## config.mk

```make
export PLATFORM = sky130hd
export DESIGN_NAME = reg_paralelo_serie_tx
export DESIGN_NICKNAME = d
export VERILOG_FILES = /design/src/rtl/reg_paralelo_serie_tx_pkg.sv /design/src/rtl/reg_paralelo_serie_tx_contador_bits.sv /design/src/rtl/reg_paralelo_serie_tx.sv
export SDC_FILE = /design/constraint.sdc
export NUM_CORES = 1
export LEC_CHECK = 0
export BUFFER_PORTS_ARGS = -buffer_cell sky130_fd_sc_hd__buf_2
export CAP_MARGIN = 5
export CORE_AREA = 3 3 40 42
export DETAILED_ROUTE_END_ITERATION = 10
export DIE_AREA = 0 0 43 45
export GPL_ROUTABILITY_DRIVEN = 0
export PLACE_DENSITY = 0.65
export SLEW_MARGIN = 20
export SYNTH_ARGS = -nofsm -noshare
export SYNTH_HDL_FRONTEND = slang
export SYNTH_SLANG_ARGS = --single-unit
```

## constraint.sdc

```tcl
create_clock -name clk -period 1.5 [get_ports clk]
set_clock_uncertainty 0.15 [all_clocks]
set_input_delay 0.075 -clock clk [delete_from_list [all_inputs] [get_ports clk]]
set_output_delay 0.075 -clock clk [all_outputs]
set_load 0.05 [all_outputs]
```

## src/rtl/reg_paralelo_serie_tx_pkg.sv

```systemverilog
// Shared definitions for the parallel-to-serial transmitter:
// FSM state encoding and the bit-counter width helper.
package reg_paralelo_serie_tx_pkg;

  typedef enum logic [1:0] {
    ST_IDLE   = 2'd0,
    ST_SHIFT  = 2'd1,
    ST_PARITY = 2'd2
  } tx_state_t;

  // Counter must hold WIDTH-1; never narrower than one bit.
  function automatic int cnt_width(input int w);
    return (w > 2) ? $clog2(w) : 1;
  endfunction

endpackage

```

## src/rtl/reg_paralelo_serie_tx_contador_bits.sv

```systemverilog
// contador_bits: loadable down-counter with zero flag.
// Decrement saturates at zero, so the count never wraps.
module contador_bits #(
  parameter int CW = 2
) (
  input  logic          clk,
  input  logic          rst,
  input  logic          load,
  input  logic [CW-1:0] load_val,
  input  logic          dec,
  output logic          zero
);

  logic [CW-1:0] count;

  // Load has priority over decrement; hold at zero.
  always_ff @(posedge clk or negedge rst) begin
    if (!rst) begin
      count <= '0;
    end else if (load) begin
      count <= load_val;
    end else if (dec && (count != '0)) begin
      count <= count - CW'(1);
    end
  end

  assign zero = (count == '0);

endmodule

```

## src/rtl/reg_paralelo_serie_tx.sv

```systemverilog
// reg_paralelo_serie_tx: parallel-in / serial-out transmitter.
// Accepts a WIDTH-bit word on a valid/ready handshake and sends it MSB
// first, one bit per clock, with sframe marking the frame bits.
// Optional feature macro: TX_PARITY_EN appends an even-parity bit.
//
// state     | meaning
// ST_IDLE   | ready for a word, sdata/sframe low
// ST_SHIFT  | data bits on the line, count tracks bits left
// ST_PARITY | parity bit on the line (TX_PARITY_EN only)
module reg_paralelo_serie_tx
  import reg_paralelo_serie_tx_pkg::*;
#(
  parameter int WIDTH = 4
) (
  input  logic             clk,
  input  logic             rst,
  input  logic [WIDTH-1:0] D,
  input  logic             load_valid,
  output logic             load_ready,
  output logic             sdata,
  output logic             sframe,
  output logic             busy
);

  localparam int CW = cnt_width(WIDTH);
  localparam logic [CW-1:0] CNT_LAST = CW'(WIDTH - 1);

  tx_state_t        state, state_d;
  logic [WIDTH-1:0] shreg, shreg_d;
  logic             sdata_d, sframe_d;
  logic             accept;
  logic             cnt_dec;
  logic             cnt_zero;

  assign load_ready = (state == ST_IDLE);
  assign accept     = load_valid & load_ready;
  assign busy       = (state != ST_IDLE);

  contador_bits #(
    .CW(CW)
  ) u_contador_bits (
    .clk      (clk),
    .rst      (rst),
    .load     (accept),
    .load_val (CNT_LAST),
    .dec      (cnt_dec),
    .zero     (cnt_zero)
  );

  // State register.
  always_ff @(posedge clk or negedge rst) begin
    if (!rst) begin
      state <= ST_IDLE;
    end else begin
      state <= state_d;
    end
  end

  // Next state plus next values of the registered serial outputs.
  // The register rotates rather than shifts so the whole word is still
  // present when the last data bit goes out; parity is rotation-invariant.
  always_comb begin
    state_d  = state;
    shreg_d  = shreg;
    sdata_d  = 1'b0;
    sframe_d = 1'b0;
    cnt_dec  = 1'b0;
    case (state)
      ST_IDLE: begin
        if (accept) begin
          state_d  = ST_SHIFT;
          shreg_d  = D;
          sdata_d  = D[WIDTH-1];
          sframe_d = 1'b1;
        end
      end
      ST_SHIFT: begin
        if (cnt_zero) begin
`ifdef TX_PARITY_EN
          state_d  = ST_PARITY;
          sdata_d  = ^shreg;
          sframe_d = 1'b1;
`else
          state_d  = ST_IDLE;
`endif
        end else begin
          cnt_dec  = 1'b1;
          shreg_d  = {shreg[WIDTH-2:0], shreg[WIDTH-1]};
          sdata_d  = shreg[WIDTH-2];
          sframe_d = 1'b1;
        end
      end
`ifdef TX_PARITY_EN
      ST_PARITY: begin
        state_d = ST_IDLE;
      end
`endif
      default: begin
        state_d = ST_IDLE;
      end
    endcase
  end

  // Shift register and registered line outputs.
  always_ff @(posedge clk or negedge rst) begin
    if (!rst) begin
      shreg  <= '0;
      sdata  <= 1'b0;
      sframe <= 1'b0;
    end else begin
      shreg  <= shreg_d;
      sdata  <= sdata_d;
      sframe <= sframe_d;
    end
  end

endmodule
```

Word level (Yosys, flattened, before mapping)
Cells that the tools add are included.

storage, ports and cells
  bits in registers = 10
  bits of input ports = 7
  output and inout port bits = 4
  logic and storage cells = 35

cells by class
  add/sub/neg operators = 1
  equality and inequality tests = 4
  mux-type cells = 15
  bitwise gates (word level) = 1
  reductions and logical operators = 9

operators with widths
  kind                                                                      number
  2-bit two-way mux                                                         4
  4-bit two-way mux                                                         2
  4-bit case mux with 2 select lines                                        1
  2-bit nonzero test                                                        4
  1-bit two-way mux                                                         5
  2-bit zero test                                                           2
  2-bit inequality test (second input constant)                             2
  1-bit case mux with 2 select lines                                        2
  2-bit case mux with 2 select lines                                        1
  3-bit AND reduction                                                       1
  2-bit by 1-bit equality test with 1-bit output (second input constant)    1
  2-bit by 1-bit inequality test with 1-bit output (second input constant)  1
  2-bit AND reduction                                                       1
  2-bit by 1-bit subtractor with 2-bit output (second input constant)       1
  1-bit AND                                                                 1
  1-bit logical AND                                                         1

Longest topological paths before layout
  word-level depth = 6
  depth in mapped cells = 6
  depth with buffers taken out = 5

Cells and area by module
A second synthesis with hierarchy kept.

unflattened totals
  cells, all modules = 44
  area total of the unflattened synthesis = 521.8 µm²

by module, submodules not included
  module                 times used  cells each  area each (µm²)  sequential area each (µm²)
  reg_paralelo_serie_tx  1           31          389.1            175.2
  contador_bits          1           13          132.6            50.0

Worst setup path before layout
OpenSTA, ideal clock, no wires.

  path type = flip-flop to flip-flop
  from = register state[0]
  to = register shreg[3]
  setup time = 0.140 ns
  arrival time = 1.237 ns
  data required time = 1.210 ns
  setup slack = -0.027 ns
  cell stages (with the launch flop) = 4
  buffers on the path = 0
  clock period less this slack = 1.527 ns
  path through = dfrtp_1 > inv_2 > a211oi_1 > a31oi_1

between the ends
  longest elaborated chain between the ends = 4
  elaborated cells on any way between the ends = 8
  classes of those cells = 3 x eq/ne; 1 x mux; 1 x bitwise; 3 x reduce/logical

ends and longest elaborated chain
  element                                                     RTL line                      source
  from (decl)                                                 reg_paralelo_serie_tx.sv:28   tx_state_t state, state_d;
  from (signal assigned)                                      reg_paralelo_serie_tx.sv:55   state <= state_d;
  2-bit zero test (*)                                         reg_paralelo_serie_tx.sv:35   assign load_ready = (state == ST_IDLE);
  named net load_ready                                        reg_paralelo_serie_tx.sv:19   output logic load_ready,
  1-bit AND                                                   reg_paralelo_serie_tx.sv:36   assign accept = load_valid & load_ready;
  2-bit by 1-bit inequality test with 1-bit output (no line)  -
  3-bit AND reduction (no line)                               -
  to (signal assigned)                                        reg_paralelo_serie_tx.sv:111  shreg <= shreg_d;
  to (decl)                                                   reg_paralelo_serie_tx.sv:29   logic [WIDTH-1:0] shreg, shreg_d;

Mark *: on every way through the listed nets, which the timed path passes. The rest lies on a longest branch.
A chain may end at the register's enable or synchronous reset.

Worst setup path after layout
  from = register u_contador_bits.count[0]
  to = register shreg[2]

between the ends
  longest elaborated chain between the ends = 3

ends and longest elaborated chain
  element                          RTL line                                   source
  from (decl)                      reg_paralelo_serie_tx_contador_bits.sv:14  logic [CW-1:0] count;
  from (signal assigned)           reg_paralelo_serie_tx_contador_bits.sv:21  count <= load_val;
  from (signal assigned)           reg_paralelo_serie_tx_contador_bits.sv:23  count <= count - CW'(1);
  2-bit zero test                  reg_paralelo_serie_tx_contador_bits.sv:27  assign zero = (count == '0);
  2-bit inequality test (no line)  -
  3-bit AND reduction (no line)    -

No other way between the ends.

==> flow_summary.rst <==
.. list-table::
   :header-rows: 1

   * - Metric
     - Value
   * - TritonCTS clock tree
     - yes
   * - Synth Area in Compound Gates
     - slightly below 20%
   * - Dominant cells by area after synthesis
     - sky130_fd_sc_hd__dfrtp_1 48%, sky130_fd_sc_hd__ha_1 5.4%, sky130_fd_sc_hd__a211oi_1 4.8%
   * - HPWL Detailed
     - 630 um
   * - Critical path class
     - register to register
   * - Routed wire length per instance
     - 12.4 um
   * - Pint
     - 0.000799 W
   * - Setup repair after global routing missed its margin
     - false
   * - Biggest fanout along the worst timing path
     - 6
   * - Antenna diode count
     - 0
   * - Bufs and invs on worst path
     - 2
   * - Die span in y
     - ~45 um
   * - Placed Area
     - around 540 um^2
   * - Fin crit share
     - around nine tenths
   * - Total Power
     - ~0.0014 W
   * - Number of clock buffers inserted by TritonCTS
     - 3
   * - Number of synthesized register bits
     - 9
   * - CTS H-Tree Depth
     - 1
   * - Number of nets in the synthesized netlist
     - between 50 and 60
   * - Via count of the first global-routing pass
     - between 300 and 400
   * - Crit path largest cell delay
     - between 0.3 and 0.4 ns
   * - Multiplexer share of the synthesized area
     - 7.53%
   * - Layout Area Growth over Synthesis
     - 32.8%
   * - Filler cells
     - between 100 and 150
   * - Sum of overflow across all layers after global routing
     - 0
   * - Clock Tree Buf Depth
     - 2
   * - Placement Rows
     - 13
   * - Cells traversed along the worst timing path
     - inv_1, ha_4, buf_4, mux2i_1, a21oi_1
   * - Sequential cell area
     - ~230 um^2
   * - Power share of the clock group
     - between 10 and 15%
   * - Pwr dens
     - ~2300 mW/mm^2
   * - Switching Fraction
     - between 40% and 50%
   * - Initial antenna violation count
     - 0
   * - Final hold violation count
     - 0
   * - Register share of total power
     - 33.6%
   * - Area of all placed cells without fillers
     - 618 um^2
   * - Dominant combinational cell family by area after synthesis
     - compound AO/OA/AOI/OAI gates
   * - Gate Count Post-Synth
     - 42
   * - Mapped cell area
     - approximately 470 um^2
   * - Minimum hold slack
     - 0.00542 ns
   * - Crit path DAT
     - roughly 1.4 ns
   * - Routed vias/inst
     - approximately 5.0
   * - Post-synthesis cell type with the largest combined area
     - sky130_fd_sc_hd__dfrtp_1
   * - Share of synthesized cell area in and, or, nand and nor gates
     - a little over a tenth
   * - Buffers on Ports
     - 10
   * - Fin. max-slew vios
     - 0
   * - P_sw
     - roughly 0.00060 W
   * - Worst slew margin relative to its limit
     - 80.8%
   * - Status
     - complete, no violations
   * - Total die area
     - roughly 0.0019 mm^2
   * - Max Fclk
     - roughly 0.73 GHz
   * - Number of top-level pins
     - 11
   * - Total length of routed wires
     - around 940 um
   * - Max-cap check violation count
     - 0
   * - Comb power frac
     - around 53%
   * - Pin count of the biggest net entering global routing
     - 16
   * - Clock Sink Count
     - 9
   * - Tightest Hold Check Type
     - input port to register
   * - Overall via count from detail_route
     - 377
   * - Area used by multi-input combinational logic
     - approximately 220 um^2
   * - Initial Utilization
     - between 30 and 40%
   * - Finish-stage setup viols
     - 0
   * - Portion of the post-synthesis area used by sequential elements
     - 48.4%
   * - Worst Tran Pin Value
     - around 0.29 ns
   * - Static leakage power
     - 0.279 nW
   * - Fraction of the mapped netlist area in adder cells
     - 5.38%
   * - Post-synthesis cell type count
     - 23
   * - Initial DRC Count
     - 2
   * - Number of warnings issued by yosys
     - 0
   * - Number of stages on the worst hold path
     - 3
   * - Worst Setup End Kind
     - register
   * - Number of DRC violations after detailed routing
     - 0
   * - Final net count
     - 71
   * - Crit. path cell count
     - 5
   * - Overall global routing resource usage
     - between 10% and 20%
   * - Share of the synthesized area in the top cell type
     - 48.4%
   * - Iteration count of the initial detailed-routing pass
     - 2
   * - Maximum ir drop on the vdd rail
     - between 1 and 1.5 mV
   * - Final sum of negative setup slack
     - 0 ns
   * - Chip Width
     - approximately 43 um
   * - Global-route wire length before repair
     - roughly 1.6 mm
   * - Crit path launch type
     - register
   * - Clk pin slew, worst setup/hold paths
     - roughly 0.070 ns
   * - R2R depth
     - 5
   * - Crit path time final
     - 1.37 ns
   * - Clk root buf
     - sky130_fd_sc_hd__clkbuf_4
   * - Slowest-stage cell, CP
     - sky130_fd_sc_hd__dfrtp_1
   * - Avg Inst Size Synth
     - between 10 and 15 um^2
   * - Layout cells sized above 1
     - around 38%
   * - Top cell family by delay on the critical path
     - flip-flops
   * - Worst-Skew Late Latency
     - roughly 0.26 ns
   * - Post-route ant nets
     - 0
   * - Core Footprint
     - roughly 0.0013 mm^2
   * - Xor/xnor cell area share of the yosys netlist
     - under 10%
   * - Worst endpoint required time
     - approximately 1.5 ns
==> cell type report <==
class                   instances  share of cell area, %
clock buffers                   4                   4.25
repair buffers                 17                   18.2
multi-input cells              28                   36.0
inverters                       3                   1.82
well taps                      15                   3.04
flip-flops and latches          9                   36.6
==> synthesized netlist by cell type, drive strengths merged <==
cell type and number:
a22oi 2, a31oi 1, a21oi 5, mux2 1, o21a 1, inv 3
mux2i 2, nor3b 1, nand2 2, o22ai 1, a211oi 3, ha 2
nor2 2, nor2b 3, buf 2, nand2b 1, xor2 1, dfrtp 9
==> per-layer routing <==
| metal | global-route usage, % | share of wire (%) | vias up |
|---|---|---|---|
| li1 | - | - | 187 |
| met1 | 13.3 | 45 | 176 |
| met2 | 18.3 | 47 | 10 |
| met3 | 3.59 | 5.4 | 4 |
| met4 | 7.23 | 2.7 | 0 |
| met5 | 0 | 0 | - |
==> through the flow <==
step           util (%)  std cells  setup WS, ns
6_report           48.1         76         0.133
2_1_floorplan         -         42         0.133
3_5_place_dp       42.0         68        0.0320
4_1_cts            47.1         76       0.00334
3_3_place_gp       42.0         68        0.0804
5_1_grt            48.1         76        0.0429
==> flip-flops by register name, summed over array words and instances, names as in the netlist <==
| register | flops |
|---|---|
| u_contador_bits.count | 2 |
| shreg | 4 |
| sdata | 1 |
| sframe | 1 |
| state | 1 |
==> logic make-up (layout without fill, tap and decap cells) <==
family                     Yosys count  in the layout
and+or+nand+nor                      9              9
muxes                                3              3
adders and majority gates            2              2
DFF                                  9              9
AOI/OAI and AO/OA                   13             13
buffers and inverters                5             24
xor gates and xnor gates             1              1
==> repair_timing <==
action                                  4_1_cts  5_1_grt
gates resized for setup                       0        2
hold endpoints to repair                     13        0
hold buffers                                  4        0
setup buffers                                 0        0
endpoints found under the setup margin        0        4
==> path summary, 6_finish.rpt <==
path / startpoint / endpoint / slack [ns]
min in group asynchronous: rst / u_contador_bits.count[1] / 0.04
max in group asynchronous: rst / state[0] / 0.96
setup / recovery: u_contador_bits.count[0] / shreg[2] / 0.13
hold reg to reg: shreg[0] / shreg[0] / 0.34
hold / removal: load_valid / sdata / 0.005
setup reg to reg: u_contador_bits.count[0] / shreg[2] / 0.13
==> cell usage in the layout, fill, tap and decap left out, types with 2 or more instances in the layout <==
cell type	Yosys	layout
sky130_fd_sc_hd__nand2_1	2	2
sky130_fd_sc_hd__nor2b_1	3	3
sky130_fd_sc_hd__a211oi_1	3	3
sky130_fd_sc_hd__a21oi_1	4	4
sky130_fd_sc_hd__buf_2	0	10
sky130_fd_sc_hd__mux2i_1	2	2
sky130_fd_sc_hd__buf_4	1	3
sky130_fd_sc_hd__inv_1	2	2
sky130_fd_sc_hd__clkbuf_4	0	3
sky130_fd_sc_hd__dlygate4sd3_1	0	4
sky130_fd_sc_hd__dfrtp_1	9	8
==> worst register-to-register path, cell delays in order (launching register included) <==
cell and delay, ns:
sky130_fd_sc_hd__dfrtp_1 0.39, sky130_fd_sc_hd__inv_1 0.14, sky130_fd_sc_hd__ha_4 0.20, sky130_fd_sc_hd__buf_4 0.12
sky130_fd_sc_hd__mux2i_1 0.17, sky130_fd_sc_hd__a21oi_1 0.08
==> power by group through the flow <==
| stage | clock network, W | logic [W] | registers [W] |
|---|---|---|---|
| final | 0.000192 | 0.000735 | 0.000469 |
| after global routing | 0.000208 | 0.000809 | 0.000484 |
| after global placement | 0 | 0.000683 | 0.000470 |
| after CTS | 0.000197 | 0.000714 | 0.000468 |
| after detailed placement | 0 | 0.000694 | 0.000471 |
| after floorplan | 0 | 0.000461 | 0.000550 |
Note: power is estimated with default switching activity, not from simulation.
